--- config.mk ---
export PLATFORM = sky130hd
export DESIGN_NAME = axis_pkt_fifo
export DESIGN_NICKNAME = d
export VERILOG_FILES = /design/src/rtl/axis_pkg.sv /design/src/rtl/axis_fifo_mem.sv /design/src/rtl/axis_pkt_fifo.sv
export SDC_FILE = /design/constraint.sdc
export NUM_CORES = 1
export LEC_CHECK = 0
export ABC_AREA = 1
export BUFFER_PORTS_ARGS = -buffer_cell sky130_fd_sc_hd__buf_2
export CORE_MARGIN = 5
export CORE_UTILIZATION = 60
export DETAILED_ROUTE_END_ITERATION = 6
export PLACE_DENSITY = 0.78
export RECOVER_POWER = 50
export SYNTH_ARGS = -nofsm -noshare
export SYNTH_HDL_FRONTEND = slang
export SYNTH_SLANG_ARGS = --single-unit
--- constraint.sdc ---
create_clock -name clk -period 2.95 [get_ports clk]
set_input_delay 0.59 -clock clk [delete_from_list [all_inputs] [get_ports clk]]
set_output_delay 0.59 -clock clk [all_outputs]
set_load 0.02 [all_outputs]
--- src/rtl/axis_pkg.sv ---
// Shared defaults and stored-entry layout for the AXI-Stream packet FIFO.
package axis_pkg;

    localparam int DATA_W_DEF = 8;
    localparam int DEPTH_DEF  = 16;

    typedef struct packed {
        logic                  last;
        logic [DATA_W_DEF-1:0] data;
    } axis_entry_t;

endpackage

--- src/rtl/axis_fifo_mem.sv ---
// FIFO storage array: synchronous write, asynchronous read.
module axis_fifo_mem #(
    parameter int WIDTH = 9,
    parameter int DEPTH = 16,
    parameter int AW    = $clog2(DEPTH)
) (
    input  logic             clk,
    input  logic             i_we,
    input  logic [AW-1:0]    i_waddr,
    input  logic [WIDTH-1:0] i_wdata,
    input  logic [AW-1:0]    i_raddr,
    output logic [WIDTH-1:0] o_rdata
);

    logic [WIDTH-1:0] r_mem [DEPTH];

    always_ff @(posedge clk) begin
        if (i_we) begin
            r_mem[i_waddr] <= i_wdata;
        end
    end

    assign o_rdata = r_mem[i_raddr];

endmodule

--- src/rtl/axis_pkt_fifo.sv ---
// First-word-fall-through AXI-Stream FIFO with word and packet counts.
// Define AXIS_PKT_FIFO_STORE_FWD_EN to hold output until a whole packet is stored.
module axis_pkt_fifo
    import axis_pkg::*;
#(
    parameter int DATA_W = DATA_W_DEF,
    parameter int DEPTH  = DEPTH_DEF
) (
    input  logic                     clk,
    input  logic                     reset,
    input  logic                     K_tvalid,
    input  logic                     K_tlast,
    input  logic [DATA_W-1:0]        K_tdata,
    output logic                     K_tready,
    output logic                     M_tvalid,
    output logic                     M_tlast,
    output logic [DATA_W-1:0]        M_tdata,
    input  logic                     M_tready,
    output logic [$clog2(DEPTH):0]   count,
    output logic [$clog2(DEPTH):0]   pkt_count
);

    localparam int AW = $clog2(DEPTH);

    logic [AW:0]     r_wr_ptr;
    logic [AW:0]     r_rd_ptr;
    logic [AW:0]     r_count;
    logic [AW:0]     r_pkt_count;
    logic            r_rst_q;

    logic            w_full;
    logic            w_empty;
    logic            w_push;
    logic            w_pop;
    logic            w_valid;
    logic            w_push_last;
    logic            w_pop_last;
    logic [DATA_W:0] w_rd_word;

    axis_fifo_mem #(
        .WIDTH (DATA_W + 1),
        .DEPTH (DEPTH),
        .AW    (AW)
    ) u_mem (
        .clk     (clk),
        .i_we    (w_push),
        .i_waddr (r_wr_ptr[AW-1:0]),
        .i_wdata ({K_tlast, K_tdata}),
        .i_raddr (r_rd_ptr[AW-1:0]),
        .o_rdata (w_rd_word)
    );

    // Extra pointer MSB tells a full ring from an empty one.
    assign w_empty = (r_wr_ptr == r_rd_ptr);
    assign w_full  = (r_wr_ptr[AW] != r_rd_ptr[AW]) &&
                     (r_wr_ptr[AW-1:0] == r_rd_ptr[AW-1:0]);

    assign K_tready    = ~r_rst_q & ~w_full;
    assign w_push      = K_tvalid & K_tready;
    assign w_pop       = w_valid & M_tready;
    assign w_push_last = w_push & K_tlast;
    assign w_pop_last  = w_pop & w_rd_word[DATA_W];

`ifdef AXIS_PKT_FIFO_STORE_FWD_EN
    logic r_mid;

    always_ff @(posedge clk) begin
        if (!reset) begin
            r_mid <= 1'b0;
        end else if (w_pop) begin
            r_mid <= ~w_rd_word[DATA_W];
        end
    end

    // A full FIFO with no complete packet releases as cut-through to avoid deadlock.
    assign w_valid = ~w_empty & ((r_pkt_count != '0) | r_mid | w_full);
`else
    assign w_valid = ~w_empty;
`endif

    always_ff @(posedge clk) begin
        if (!reset) begin
            r_wr_ptr    <= '0;
            r_rd_ptr    <= '0;
            r_count     <= '0;
            r_pkt_count <= '0;
            r_rst_q     <= 1'b1;
        end else begin
            r_rst_q <= 1'b0;
            if (w_push) begin
                r_wr_ptr <= r_wr_ptr + 1'b1;
            end
            if (w_pop) begin
                r_rd_ptr <= r_rd_ptr + 1'b1;
            end
            case ({w_push, w_pop})
                2'b10:   r_count <= r_count + 1'b1;
                2'b01:   r_count <= r_count - 1'b1;
                default: r_count <= r_count;
            endcase
            case ({w_push_last, w_pop_last})
                2'b10:   r_pkt_count <= r_pkt_count + 1'b1;
                2'b01:   r_pkt_count <= r_pkt_count - 1'b1;
                default: r_pkt_count <= r_pkt_count;
            endcase
        end
    end

    assign M_tvalid  = w_valid;
    assign M_tlast   = w_valid & w_rd_word[DATA_W];
    assign M_tdata   = w_valid ? w_rd_word[DATA_W-1:0] : '0;
    assign count     = r_count;
    assign pkt_count = r_pkt_count;

endmodule

==> results of run 1 <==
## path summary, 6_finish.rpt
kind          startpoint  depth (start not counted)           end  slack, ns
max             register                         11    M_tdata[2]       0.21
min reg2reg     count[4]                          2      count[4]       0.50
max reg2reg  r_wr_ptr[0]                         17  pkt_count[4]       0.28
min             M_tready                          3   r_rd_ptr[4]       0.49
## through the flow
step | total power [mW] | instance area [µm²] | setup slack, ns
5_1_grt | 5.89 | 8250 | 0.00631
2_1_floorplan | 3.41 | 7360 | 0.646
3_3_place_gp | 3.63 | 7740 | 0.472
6_report | 5.64 | 8250 | 0.210
3_5_place_dp | 3.67 | 7740 | 0.288
4_1_cts | 5.68 | 8280 | 0.119
## placed cells by master (no fill, tap or decap), types with 2 or more instances in the layout
master      instances
buf_2              14
inv_1              33
nand2_1            79
clkinv_1            3
o21bai_1            2
nand3_1            55
a21oi_1            18
xor2_1              8
o211ai_1           13
a21o_1              2
dfxtp_1            24
o21ai_0            67
o21ai_1             7
clkinv_2            3
clkbuf_16          17
edfxtp_1          144
clkbuf_1           21
nand2_4             4
clkinvlp_4          6
nor2_1            153
inv_2               7
ha_1               13
nand3_4             2
nand2_2             2
xnor2_1             2
nand4_1             5
nor2_4              2
buf_4              23
## worst max-delay path: stages, from the launching register on
cell	delay, ns
dfxtp_2	0.34
inv_2	0.26
buf_6	0.26
nor2_1	0.07
nor2_1	0.08
o21ai_0	0.10
nand3_1	0.11
nand2_1	0.06
nand2_1	0.06
nand2_1	0.06
nor2_1	0.14
buf_2	0.19
## registers in the layout, summed over array words and instances (netlist names), named ones only
signal and count:
count 5, pkt_count 5, r_rd_ptr 5, r_rst_q 1, r_wr_ptr 5, u_mem.r_mem 144
## final cells by class
| type | instances | area, µm² |
|---|---|---|
| Clock buffer | 19 | 433 |
| Clock inverter | 13 | 106 |
| Fill cell | 867 | 3760 |
| Inverter | 42 | 163 |
| Multi-Input combinational cell | 438 | 2190 |
| Sequential cell | 169 | 4830 |
| Tap cell | 147 | 184 |
| Timing Repair Buffer | 58 | 345 |
## layer usage
layer  track usage [%]  wire length [µm]  part of all wire, %  vias to the layer above
met4              7.86               230                  1.4                        0
met5                 0                 0                    0                        -
met2              40.2              8370                   52                      190
met1              28.9              6500                   40                     2450
li1                  -                 -                    -                     2423
met3              5.85              1100                  6.8                       22
## power groups by stage
stage | logic [mW] | clock network [mW] | registers, mW
floorplan | 0.647 | 0 | 2.77
global placement | 0.890 | 0 | 2.74
detailed placement | 0.928 | 0 | 2.75
CTS | 0.932 | 2.05 | 2.70
global route | 1.03 | 2.16 | 2.70
finish | 0.920 | 2.02 | 2.70
## cell families after synthesis
family / count (synthesis) / share of synthesized area (%)
and+or+nand+nor: 304 / 18.0
AOI/OAI and AO/OA: 109 / 7.99
xor gates and xnor gates: 11 / 1.41
DFF: 169 / 65.6
buffers and inverters: 71 / 4.49
adders and majority gates: 14 / 2.48
## repair_timing
action | in CTS | in global routing
hold buffers | 0 | 0
endpoints found under the setup margin | 0 | 1
resized for setup | 0 | 1
==> flow_metrics.tcl, run 1 <==
set metrics [dict create \
    dr.pass1.iters 5 \
    fmax_mhz 365 \
    ios 34 \
    combPwrFrac_pct 16.3 \
    drc_errors 0 \
    worstMarginPinSlew_ns 0.723 \
    clock_sinks 169 \
    cp-end-kind "output port" \
    clockBufferDepth 2 \
    setup_tns_ns 0 \
    skew_ns 0.00661 \
    place_congestion 0.821 \
    final_core_util_pct 68.7 \
    ctsRootBufferMaster "clkbuf_16" \
    num_antenna_cells 0 \
    power_switching_mw 1.55 \
    wire_per_inst_um 18.3 \
    max_slew_margin_pct 51.8 \
    grt_pass1_vias 5133 \
    p_seq_share_pct 47.8 \
    synthMostInstantiatedCell "nor2_1" \
    yosysSeqAreaShare_pct 65.6 \
    grt_pass1_wl_um 25700 \
    async_flop_share_pct 0 \
    ir_drop_mv 0.417 \
    synth.net_count 705 \
    yosys_warnings 0 \
    power_frac_clock_pct 35.9 \
    dp.cells 854 \
    synth_flop_cell "edfxtp_1" \
    cts_max_level 4 \
    setup_viol 0 \
    yosys-top-cells-count "nor2_1, edfxtp_1, nand2_1" \
    vias 5085 \
    cap_violations 0 \
    finalCriticalPeriod_ns 2.74 \
    hold_class "in -> reg" \
    cellPowerDensity_nw_per_um2 684 \
    synth_edf_count 144 \
    clk_pin_slew_ns 0.06 \
    start_util_pct 61.2 \
    power.internal_mw 4.09 \
    grt-ovfl-total 0 \
    required_ns 2.36 \
    yosysTopAreaCellShare_pct 58.8 \
    status "completed" \
    drive_gt1_share_pct 12.0 \
    crit_type "reg -> out" \
    avgSynthCellArea_um2 10.8 \
    yosys.area.top_type "edfxtp_1" \
    hold_viol_final 0 \
    nets 753 \
    area_growth_pct 12.2 \
    io_buffer_count 33 \
    dieHeight_um 121 \
    synth.distinct_cells 32 \
    period_share_pct 92.9 \
    antenna_found_initial 0 \
    post-cts-setup-buffer-count 0 \
    path_max_fanout 25 \
    detailed_place_hpwl_um 10500 \
    fp-row-count 40 \
    clock_latency_ns 0.42 \
    grt_max_degree 76 \
    numCtsBuffers 17 \
    syn_area_um2 7360 \
    slew_viol_final 0 \
    die_x_um 121 \
    grt_setup_unrepaired "false" \
    start_kind "register" \
    fin_cells 886 \
    holdWs_ns 0.493 \
    synthTopCellsByArea "edfxtp_1, nor2_1, dfxtp_1, o21ai_0, nand2_1" \
    die_area_um2 14600 \
    vias_per_cell 5.74 \
    drt_iter0_markers 706 \
    ant_nets 0 \
    arrival_ns 2.15 \
    grt_use_total_pct 23.3 \
    leakage_nw 3.12 \
    cts_tree "done" \
    syn-instance-count 678 \
    core_area_um2 12000 \
    wl_um 16200 \
    ys_seq_elements 169 \
    switching_share_pct 27.6 \
]
Note: power is estimated with default switching activity, not from simulation.
==> run 2, diff against run 1 <==
--- a/config.mk
+++ b/config.mk
@@ -5,7 +5,6 @@
 export SDC_FILE = /design/constraint.sdc
 export NUM_CORES = 1
 export LEC_CHECK = 0
-export ABC_AREA = 1
 export BUFFER_PORTS_ARGS = -buffer_cell sky130_fd_sc_hd__buf_2
 export CORE_MARGIN = 5
 export CORE_UTILIZATION = 60
==> flow_metrics.tcl, run 2 <==
set metrics [dict create \
    status "completed" \
    ctsRootBufferMaster "clkbuf_16" \
    grt_max_degree 27 \
    antenna_found_initial 0 \
    cp-end-kind "output port" \
    ys_seq_elements 169 \
    vias 3695 \
    finalCriticalPeriod_ns 2.82 \
    avgSynthCellArea_um2 17.3 \
    cts_tree "done" \
    syn_area_um2 6930 \
    detailed_place_hpwl_um 8610 \
    setup_viol 0 \
    cp_slowest_cell "mux4_2" \
    clockBufferDepth 2 \
    dieHeight_um 118 \
    seq_area_um2 4830 \
    mostFrequentLayoutCell "edfxtp_1" \
    layout_common_cells "edfxtp_1, mux4_2, dfxtp_1, buf_4, buf_2" \
    cp_cell_sequence "buf_12, mux4_2, a22oi_1, a21oi_1, buf_2" \
    fp-row-count 39 \
    area_growth_pct 15.8 \
    drive_gt1_share_pct 27.4 \
    multi_input_area_um2 2020 \
    grt_use_total_pct 20.1 \
    synth.distinct_cells 43 \
    start_util_pct 61.0 \
    wl_um 13400 \
    required_ns 2.36 \
    start_kind "register" \
    grt_pass1_vias 3866 \
    drc_errors 0 \
    synthMostInstantiatedCell "edfxtp_1" \
    cts_max_level 4 \
    path_max_fanout 22 \
    wire_per_inst_um 21.9 \
    synthTopCellsByArea "edfxtp_1, mux4_2, dfxtp_1, ha_1, a22oi_1" \
    fin_cells 613 \
    yosysSeqAreaShare_pct 69.6 \
    vias_per_cell 6.03 \
    setup_tns_ns 0 \
    grt-ovfl-total 0 \
    top_register "u_mem.r_mem" \
    skew_ns 0.00714 \
    io_buffer_count 33 \
    max_stage_delay_ns 0.53 \
    numCtsBuffers 17 \
    arrival_ns 2.23 \
    slew_viol_final 0 \
    drt_iter0_markers 316 \
    holdWs_ns 0.491 \
    synth.net_count 428 \
    largest_reg_flops 144 \
    dp.cells 577 \
    yosysTopAreaCellShare_pct 62.4 \
    core_area_um2 11400 \
    ios 34 \
    reg2reg_depth 12 \
    worst-path-stages 5 \
    cellPowerDensity_nw_per_um2 688 \
    leakage_nw 2.76 \
    clk_pin_slew_ns 0.06 \
    cap_violations 0 \
    dr.pass1.iters 5 \
    die_area_um2 13800 \
    ir_drop_mv 0.461 \
    synth_flop_cell "edfxtp_1" \
    clock_sinks 169 \
    hold_viol_final 0 \
    setup_slack_ns 0.131 \
    yosys-top-cells-count "edfxtp_1, mux4_2, dfxtp_1" \
    synth_edf_count 144 \
    clock_latency_ns 0.42 \
    n_fill_cell 716 \
    period_share_pct 95.6 \
    hold_class "reg -> reg" \
    nets 484 \
    ant_nets 0 \
    fmax_mhz 355 \
    hold_buffers 0 \
    die_x_um 118 \
    yosys.area.top_type "edfxtp_1" \
    dp_slack_ns -0.0744 \
    crit_type "reg -> out" \
    path_delay_family "multiplexers" \
    grt_setup_unrepaired "true" \
    max_slew_margin_pct 55.3 \
    hold_depth 2 \
    syn-instance-count 401 \
    worstMarginPinSlew_ns 0.671 \
    yosys_warnings 0 \
    async_flop_share_pct 0 \
    grt_pass1_wl_um 21000 \
    critPathBufInv 2 \
    num_antenna_cells 0 \
    place_congestion 0.816 \
]
==> run 2: changes by cell type in the layout (fill, tap and decap cells not counted), sizes merged, moves of 12 or more <==
| cell | before | now |
|---|---|---|
| o211ai | 13 | 1 |
| nand3 | 57 | 4 |
| inv | 41 | 12 |
| nor2 | 156 | 18 |
| a22oi | 0 | 17 |
| o21ai | 74 | 5 |
| and3 | 0 | 15 |
| nand2 | 85 | 7 |
| mux4 | 0 | 36 |
==> run 2: routing by layer <==
layer	GRT usage (%)	part of all wire [%]
met2	33.7	52
met1	25.9	39
met3	4.52	6.3
met5	0	0
met4	7.38	2.1
==> run 2: final timing paths <==
| check | slack, ns | start | to |
|---|---|---|---|
| max | 0.13 | register | M_tdata[6] |
| min | 0.49 | count[4] | count[4] |
| max reg2reg | 0.13 | register | pkt_count[4] |
| min reg2reg | 0.49 | count[4] | count[4] |
==> run 2: kinds of logic after synthesis <==
| kind of cell | share of synthesized area [%] |
|---|---|
| flip-flops | 69.6 |
| buffers and inverters | 1.95 |
| multiplexers | 12.1 |
| AO/OA/AOI/OAI | 5.56 |
| AND/OR/NAND/NOR | 5.76 |
| XOR/XNOR | 2.40 |
| adder cells (fa/ha/maj) | 2.63 |
==> run 2: worst reg2reg max path, cell delays in order, from the launching register on <==
cell     delay (ns)
dfxtp_4        0.42
mux4_2         0.51
a22o_1         0.22
nor2_2         0.17
nor3_2         0.07
ha_2           0.19
xor2_1         0.15
ha_2           0.19
o21a_1         0.16
o21a_1         0.18
o32ai_2        0.23
xnor2_1        0.15
nor2_1         0.05
==> run 2: where the power goes <==
part | total, mW | switching, mW | internal, mW
logic | 0.642 | 0.358 | 0.284
registers | 2.67 | 0.0376 | 2.63
clock network | 2.22 | 0.887 | 1.33
total | 5.53 | 1.28 | 4.24
==> run 2: cell type report <==
type / instances / share of cell area, %
sequential: 169 / 60.2
multi-input combinational: 199 / 25.2
clock buffer: 17 / 5.30
timing repair buffer: 59 / 4.46
tap: 143 / 2.23
clock inverter: 15 / 2.18
inverter: 11 / 0.514
==> run 2: metrics by stage <==
stage          util (%)  total power [mW]  cell area [µm²]
2_1_floorplan         -              3.13             6950
3_3_place_gp       64.7              3.31             7350
3_5_place_dp       64.7              3.34             7350
4_1_cts            70.1              5.54             7970
5_1_grt            70.6              5.74             8030
6_report           70.6              5.53             8030
==> run 2: repair_timing <==
| action | in CTS | in global routing |
|---|---|---|
| pin swaps | 0 | 3 |
| endpoints found under the setup margin | 8 | 6 |
| gates resized for setup | 4 | 13 |
| setup buffers | 0 | 4 |
| hold endpoints to repair | 0 | 0 |
